## src/rtl/vga_timing_gen.sv

```systemverilog
// VGA raster timing generator: prescaled pixel tick, h/v counters, syncs, frame strobe.
// Optional FRAME_CNT_EN adds an 8-bit frame counter output.
module vga_timing_gen #(
    parameter int unsigned CLK_DIV  = 4,
    parameter int unsigned H_DISP   = 640,
    parameter int unsigned H_FP     = 16,
    parameter int unsigned H_SYNC   = 96,
    parameter int unsigned H_BP     = 48,
    parameter int unsigned V_DISP   = 480,
    parameter int unsigned V_FP     = 10,
    parameter int unsigned V_SYNC   = 2,
    parameter int unsigned V_BP     = 33,
    parameter bit          SYNC_POL = 1'b0
) (
    input  logic       clk,
    input  logic       rst,
    input  logic       en_i,
    output logic       pix_tick_o,
    output logic [9:0] h_cnt_o,
    output logic [9:0] v_cnt_o,
    output logic       valid_o,
    output logic       hsync_o,
    output logic       vsync_o,
`ifdef FRAME_CNT_EN
    output logic [7:0] frame_cnt_o,
`endif
    output logic       frame_start_o
);

    localparam int unsigned H_TOTAL = H_DISP + H_FP + H_SYNC + H_BP;
    localparam int unsigned V_TOTAL = V_DISP + V_FP + V_SYNC + V_BP;
    localparam int unsigned DIV_W   = (CLK_DIV > 1) ? $clog2(CLK_DIV) : 1;

    localparam logic [DIV_W-1:0] DIV_LAST = DIV_W'(CLK_DIV - 1);
    localparam logic [9:0] H_LAST = 10'(H_TOTAL - 1);
    localparam logic [9:0] V_LAST = 10'(V_TOTAL - 1);
    localparam logic [9:0] H_VIS  = 10'(H_DISP);
    localparam logic [9:0] V_VIS  = 10'(V_DISP);
    localparam logic [9:0] HS_BEG = 10'(H_DISP + H_FP);
    localparam logic [9:0] HS_END = 10'(H_DISP + H_FP + H_SYNC);
    localparam logic [9:0] VS_BEG = 10'(V_DISP + V_FP);
    localparam logic [9:0] VS_END = 10'(V_DISP + V_FP + V_SYNC);

    logic [DIV_W-1:0] div_q, div_d;
    logic [9:0]       h_q, h_d;
    logic [9:0]       v_q, v_d;
    logic             valid_q, valid_d;
    logic             hs_q, hs_d;
    logic             vs_q, vs_d;
    logic             fs_q, fs_d;
    logic             tick;
    logic             h_wrap;
    logic             v_wrap;
`ifdef FRAME_CNT_EN
    logic [7:0]       fc_q, fc_d;
`endif

    always_comb begin
        tick    = en_i && (div_q == DIV_LAST);
        h_wrap  = (h_q == H_LAST);
        v_wrap  = (v_q == V_LAST);
        div_d   = div_q;
        h_d     = h_q;
        v_d     = v_q;
        valid_d = valid_q;
        hs_d    = hs_q;
        vs_d    = vs_q;
        fs_d    = 1'b0;
`ifdef FRAME_CNT_EN
        fc_d    = fc_q;
`endif
        if (en_i) begin
            div_d = tick ? '0 : div_q + DIV_W'(1);
        end
        // Flags are decoded from the next counter values so they stay aligned.
        if (tick) begin
            h_d = h_wrap ? 10'd0 : h_q + 10'd1;
            if (h_wrap) begin
                v_d = v_wrap ? 10'd0 : v_q + 10'd1;
            end
            valid_d = (h_d < H_VIS) && (v_d < V_VIS);
            hs_d    = ((h_d >= HS_BEG) && (h_d < HS_END)) ? SYNC_POL : ~SYNC_POL;
            vs_d    = ((v_d >= VS_BEG) && (v_d < VS_END)) ? SYNC_POL : ~SYNC_POL;
            fs_d    = h_wrap && v_wrap;
`ifdef FRAME_CNT_EN
            if (fs_d) begin
                fc_d = fc_q + 8'd1;
            end
`endif
        end
    end

    always_ff @(posedge clk) begin
        if (rst) begin
            div_q   <= '0;
            h_q     <= '0;
            v_q     <= '0;
            valid_q <= 1'b0;
            hs_q    <= ~SYNC_POL;
            vs_q    <= ~SYNC_POL;
            fs_q    <= 1'b0;
`ifdef FRAME_CNT_EN
            fc_q    <= '0;
`endif
        end else begin
            div_q   <= div_d;
            h_q     <= h_d;
            v_q     <= v_d;
            valid_q <= valid_d;
            hs_q    <= hs_d;
            vs_q    <= vs_d;
            fs_q    <= fs_d;
`ifdef FRAME_CNT_EN
            fc_q    <= fc_d;
`endif
        end
    end

    assign pix_tick_o    = tick;
    assign h_cnt_o       = h_q;
    assign v_cnt_o       = v_q;
    assign valid_o       = valid_q;
    assign hsync_o       = hs_q;
    assign vsync_o       = vs_q;
    assign frame_start_o = fs_q;
`ifdef FRAME_CNT_EN
    assign frame_cnt_o   = fc_q;
`endif

endmodule

```

## config.mk

```make
export PLATFORM = sky130hd
export DESIGN_NAME = vga_timing_gen
export DESIGN_NICKNAME = d
export VERILOG_FILES = /design/src/rtl/vga_timing_gen.sv
export SDC_FILE = /design/constraint.sdc
export NUM_CORES = 1
export LEC_CHECK = 0
export BUFFER_PORTS_ARGS = -buffer_cell sky130_fd_sc_hd__buf_2
export CAP_MARGIN = 20
export CORE_MARGIN = 2
export CORE_UTILIZATION = 55
export DETAILED_ROUTE_END_ITERATION = 16
export PLACE_DENSITY = 0.78
export SYNTH_ARGS = -nofsm -noshare
export SYNTH_HDL_FRONTEND = slang
export SYNTH_SLANG_ARGS = --single-unit
```

## constraint.sdc

```tcl
create_clock -name clk -period 2.5 [get_ports clk]
set_input_delay 0.25 -clock clk [delete_from_list [all_inputs] [get_ports clk]]
set_output_delay 0.25 -clock clk [all_outputs]
set_load 0.05 [all_outputs]
```

After elaboration in Yosys (flattened, before gate mapping) --
Cells that the tools add are included. W data, S select, Z words.
Word-level totals: register bits after elaboration 26, input bits 3, output and inout port bits 25
Operators by class: $add $sub $neg 3, $lt $le $gt $ge 6, equality and inequality tests 3, mux-type cells 7, bitwise operators 1, reduce and logical (&&, ||, !) cells 6
Operator list (count):
- $mux W10 | 4
- $add A10 B1 Y10 const B | 2
- $eq A10 B10 Y1 const B | 2
- $lt A10 B10 Y1 const B | 2
- $lt A10 B9 Y1 const B | 2
- $ge A10 B10 Y1 const B | 1
- $ge A10 B9 Y1 const B | 1
- $logic_and A1 B1 Y1 | 5
- $add A2 B1 Y2 const B | 1
- $eq A2 B2 Y1 const B | 1
- $mux W1 | 2
- $mux W2 | 1
- $reduce_or A2 Y1 | 1
- $not A1 Y1 | 1

Longest topological paths before layout --
depth in word-level cells 7, depth in mapped cells 10

Worst setup path before layout --
OpenSTA, ideal clock, no wires.
path kind register -> register, start reg h_q[0], in the netlist h_cnt_o[0], end reg vs_q, in the netlist vsync_o, arrival time 2371 ps, required time 2426 ps, slack 55 ps, cell stages (with the launch flop) 9, path buffers 1, period minus slack after synthesis 2445 ps, cells stage by stage dfxtp_1 -> ha_1 -> and4_1 -> buf_6 -> nand3_4 -> or4_4 -> xor2_1 -> o21a_1 -> a31oi_1
Between the ends: word-level cells in the longest chain between the ends 6, elaborated cells on any way between the ends 7, classes of those cells order compare (2); eq/ne (1); mux (3); reduce/logical (1)
Ends and longest elaborated chain:
- from (decl) | RTL line 45 | logic [9:0] h_q, h_d;
- from (signal assigned) | RTL line 96 | h_q <= '0;
- from (signal assigned) | RTL line 107 | h_q <= h_d;
- $eq A10 B10 Y1 * | RTL line 60 | h_wrap = (h_q == H_LAST);
- $mux W10 * | RTL line 78 | if (h_wrap) begin
- $mux W10 * | RTL line 76 | if (tick) begin
- $ge A10 B9 Y1 or $lt A10 B9 Y1 (tied branches) | RTL line 83 | vs_d = ((v_d >= VS_BEG) && (v_d < VS_END)) ? SYNC_POL : ~SYNC_POL;
- $logic_and A1 B1 Y1 * | RTL line 83
- $mux W1 * | RTL line 83
- to (signal assigned) | RTL line 100 | vs_q <= ~SYNC_POL;
- to (signal assigned) | RTL line 111 | vs_q <= vs_d;
- to (decl) | RTL line 49 | logic vs_q, vs_d;
Every way passes the cells marked *; elsewhere a longest branch is shown, timed or not. The select of a mux whose other input is x is not followed. A chain may end at the register's enable or synchronous reset.

Worst setup path in the final report --
Ends and elaborated chain as after synthesis.

==> impl_metrics.py <==
metrics = {
    "status": {
        "status": "finished, violations left",
        "violations": "DRC",
    },
    "min_path": {
        "min-delay-start": "en_i",
        "hold_path.class": "primary input to flip-flop",
        "hold-path-cell-count": 3,
        "hold_end": "div_q[0]",
    },
    "setup_path": {
        "cp_max_fo": 17,
        "rr_endpoint": "vsync_o",
        "critPathKind": "flip-flop to flip-flop",
        "critPathRequiredTime_ns": 2.71,
        "r2r-start": "h_cnt_o[0]",
        "rrSetupSlack_ns": 0.24,
        "start_kind": "flip-flop",
        "rr_worst_depth": 7,
        "cp-end-kind": "flip-flop",
        "cp.arrival_ns": 2.48,
    },
    "logic_synthesis": {
        "synthArstFlopShare_pct": 0,
        "synth_xor_area_share_pct": 4.802,
        "yosysSeqAreaShare_pct": 31.71,
        "syn_area_um2": 1642,
        "yosysTopAreaCell": "dfxtp_1",
        "ys_seq_elements": 26,
        "ys_top_cells_by_area": "dfxtp_1 32%, a21oi_1 6.4%, nor2_1 5.5%",
        "yosysTopAreaCellShare_pct": 31.71,
        "synth_compound_area_share_pct": 17.07,
        "synth_cell_types": 48,
        "synth_fa_ha_area_share_pct": 3.049,
        "synthFlopType": "dfxtp_1",
        "synth-edff-count": 0,
        "synth_area_per_cell_um2": 7.854,
        "synth_top_family_by_area": "simple AND/OR/NAND/NOR gates",
        "syn_nets": 216,
        "yosys_warnings": 0,
        "syn_inst": 209,
        "synth-simple-area-share_pct": 34.07,
        "synthMuxAreaShare_pct": 2.439,
    },
    "cts": {
        "cts_resized": 0,
        "path_clk_slew_ns": 0.14,
        "cts-hold-fix-buffers": 0,
        "cts_inserted_buffers": 3,
        "clock-sinks": 26,
        "clock_latency_ns": 0.32,
        "clock_path_buffers": 2,
        "htree_levels": 1,
        "cts_tree": "yes",
        "post_cts.repair.setup_buffers": 0,
        "cts_root_buffer": "clkbuf_4",
    },
    "timing": {
        "fmax_mhz": 441.9,
        "slew_headroom_pct": 64.77,
        "fin_crit_sh_pct": 90.53,
        "slew_viol_final": 0,
        "rsz0062_at_grt": "false",
        "final.setup.tns_ns": 0,
        "setup_slack_ns": 0.2368,
        "min_period_ns": 2.263,
        "hold_viol": 0,
        "tightestPinTransition_ns": 0.5211,
        "finalSetupViolCount": 0,
        "finalClockSkew_ns": 0.009820,
    },
    "drt": {
        "drc_errors": 3,
        "drtIter0Drc": 86,
        "wl_per_cell_um": 13.53,
        "final_antenna_net_count": 0,
        "drt_pass1_iterations": 10,
        "num_vias": 1555,
        "via_per_inst": 6.051,
        "finalWirelength_um": 3478,
    },
    "global_route": {
        "grt_first_pass_wirelength_um": 5568,
        "gr-usage-all-layers_pct": 20.68,
        "grt_pass1_vias": 1209,
        "grt_max_degree": 28,
        "antenna_found_initial": 0,
        "overflow": 0,
    },
    "power": {
        "power_uw": 657.8,
        "vdd_drop_max_uv": 436.5,
        "p_leak_nw": 0.6466,
        "power.density_nw_per_um2": 373.4,
    },
    "run": {
        "drv_cap": 0,
    },
    "placement": {
        "portBuffers": 27,
        "placed_cells": 253,
        "gp_congestion": 0.9132,
        "pre_cts_ws_ns": 0.2709,
        "hpwl_um": 2478,
    },
    "floorplanning": {
        "start_util_pct": 58.52,
        "chipWidth_um": 58.63,
        "ioPinCount": 28,
        "rows": 19,
        "die_area_um2": 3437,
        "die_h_um": 58.63,
        "core_um2": 2805,
    },
    "finish": {
        "syn2layout_area_growth_pct": 7.317,
        "drive_gt1_share_pct": 19.03,
        "antenna_cells": 0,
        "fin_cells": 257,
        "fin_nets": 234,
    },
}
==> Yosys cell counts, types with 4 or more instances <==
cell type  instances
a21oi_1           21
buf_6              4
clkbuf_1           4
dfxtp_1           26
ha_1               4
mux2i_1            4
nand2_1           21
nand3_1            8
nand4_1            6
nor2_1            24
nor3_1            11
o21ai_0           10
or3_1              5
xnor2_1            5
xor2_1             4
==> where the power goes <==
part	leakage (nW)	internal (mW)	total [mW]	switching [mW]
logic	0.416	0.00803	0.0276	0.0196
registers	0.210	0.418	0.421	0.00284
clock network	0.0210	0.0892	0.209	0.120
==> how the worst max path moves through the flow <==
stage	startpoint	end	slack (ns)	depth (start not counted)
final	h_cnt_o[0]	vsync_o	0.24	7
after global routing	h_cnt_o[0]	valid_o	0.04	7
after CTS	h_cnt_o[0]	valid_o	0.24	7
after detailed placement	h_cnt_o[0]	valid_o	0.27	7
after global placement	h_cnt_o[0]	vsync_o	0.33	7
after floorplan	h_cnt_o[0]	vsync_o	0.05	8
==> flip-flops by register name, summed over array words and instances, names as in the netlist <==
name           cells
h_cnt_o           10
v_cnt_o           10
div_q              2
frame_start_o      1
hsync_o            1
valid_o            1
vsync_o            1
==> area by class of cell <==
| type | instances | area, um2 |
|---|---|---|
| Sequential cell | 26 | 520.5 |
| Inverter | 4 | 15.01 |
| Multi-Input combinational cell | 164 | 1008 |
| Clock buffer | 4 | 36.28 |
| Timing Repair Buffer | 28 | 142.6 |
| Fill cell | 278 | 1044 |
| Tap cell | 31 | 38.79 |
==> cell usage in the layout, fill, tap and decap left out, types with 2 or more instances in the layout <==
master and instances:
nand4_1 6, a31oi_1 3, a21oi_1 21, nor2b_1 2, and2_1 2, xor2_1 4, nor2_1 24, xnor2_1 5
mux2i_1 4, dfxtp_1 26, nand2_1 21, o21ai_0 10, nor3_1 11, nand4b_1 3, inv_1 3, o31ai_1 2
nand3_1 8, a21o_1 2, a21boi_0 2, clkbuf_4 3, nand3_4 2, or3_1 5, and4_1 2, and3_2 2
buf_2 27, a41oi_1 2, ha_1 4
==> cells by family after synthesis <==
kind of cell             after synthesis
AO/OA/AOI/OAI                         47
XOR/XNOR                               9
adder cells (fa/ha/maj)                4
buffers and inverters                 19
flip-flops                            26
multiplexers                           4
AND/OR/NAND/NOR                      100
==> per-layer routing <==
layer | part of all wire [%] | vias up | GRT usage [%]
met2 | 43 | 58 | 29.21
met3 | 6.8 | 4 | 4.176
met4 | 0.86 | 0 | 5.844
met1 | 49 | 709 | 31.69
li1 | - | 784 | -
met5 | 0 | - | 0
==> worst max-delay path, stage by stage (launching register included) <==
cell	delay (ns)
dfxtp_1	0.44
ha_1	0.21
and4_1	0.35
and3_2	0.42
nand3_1	0.17
mux2i_1	0.16
nor3_1	0.29
a31oi_1	0.12
==> stage by stage <==
| step | area (um2) | hold WS (ns) | util [%] |
|---|---|---|---|
| final | 1762 | 0.2295 | 62.80 |
| after global routing | 1762 | 0.2503 | 62.80 |
| after CTS | 1762 | 0.2198 | 62.80 |
| after detailed placement | 1725 | 0.4534 | 61.51 |
| after global placement | 1725 | 0.4325 | 61.51 |
| after floorplan | 1642 | 0.4015 | - |
(Power assumes the default switching activity.)
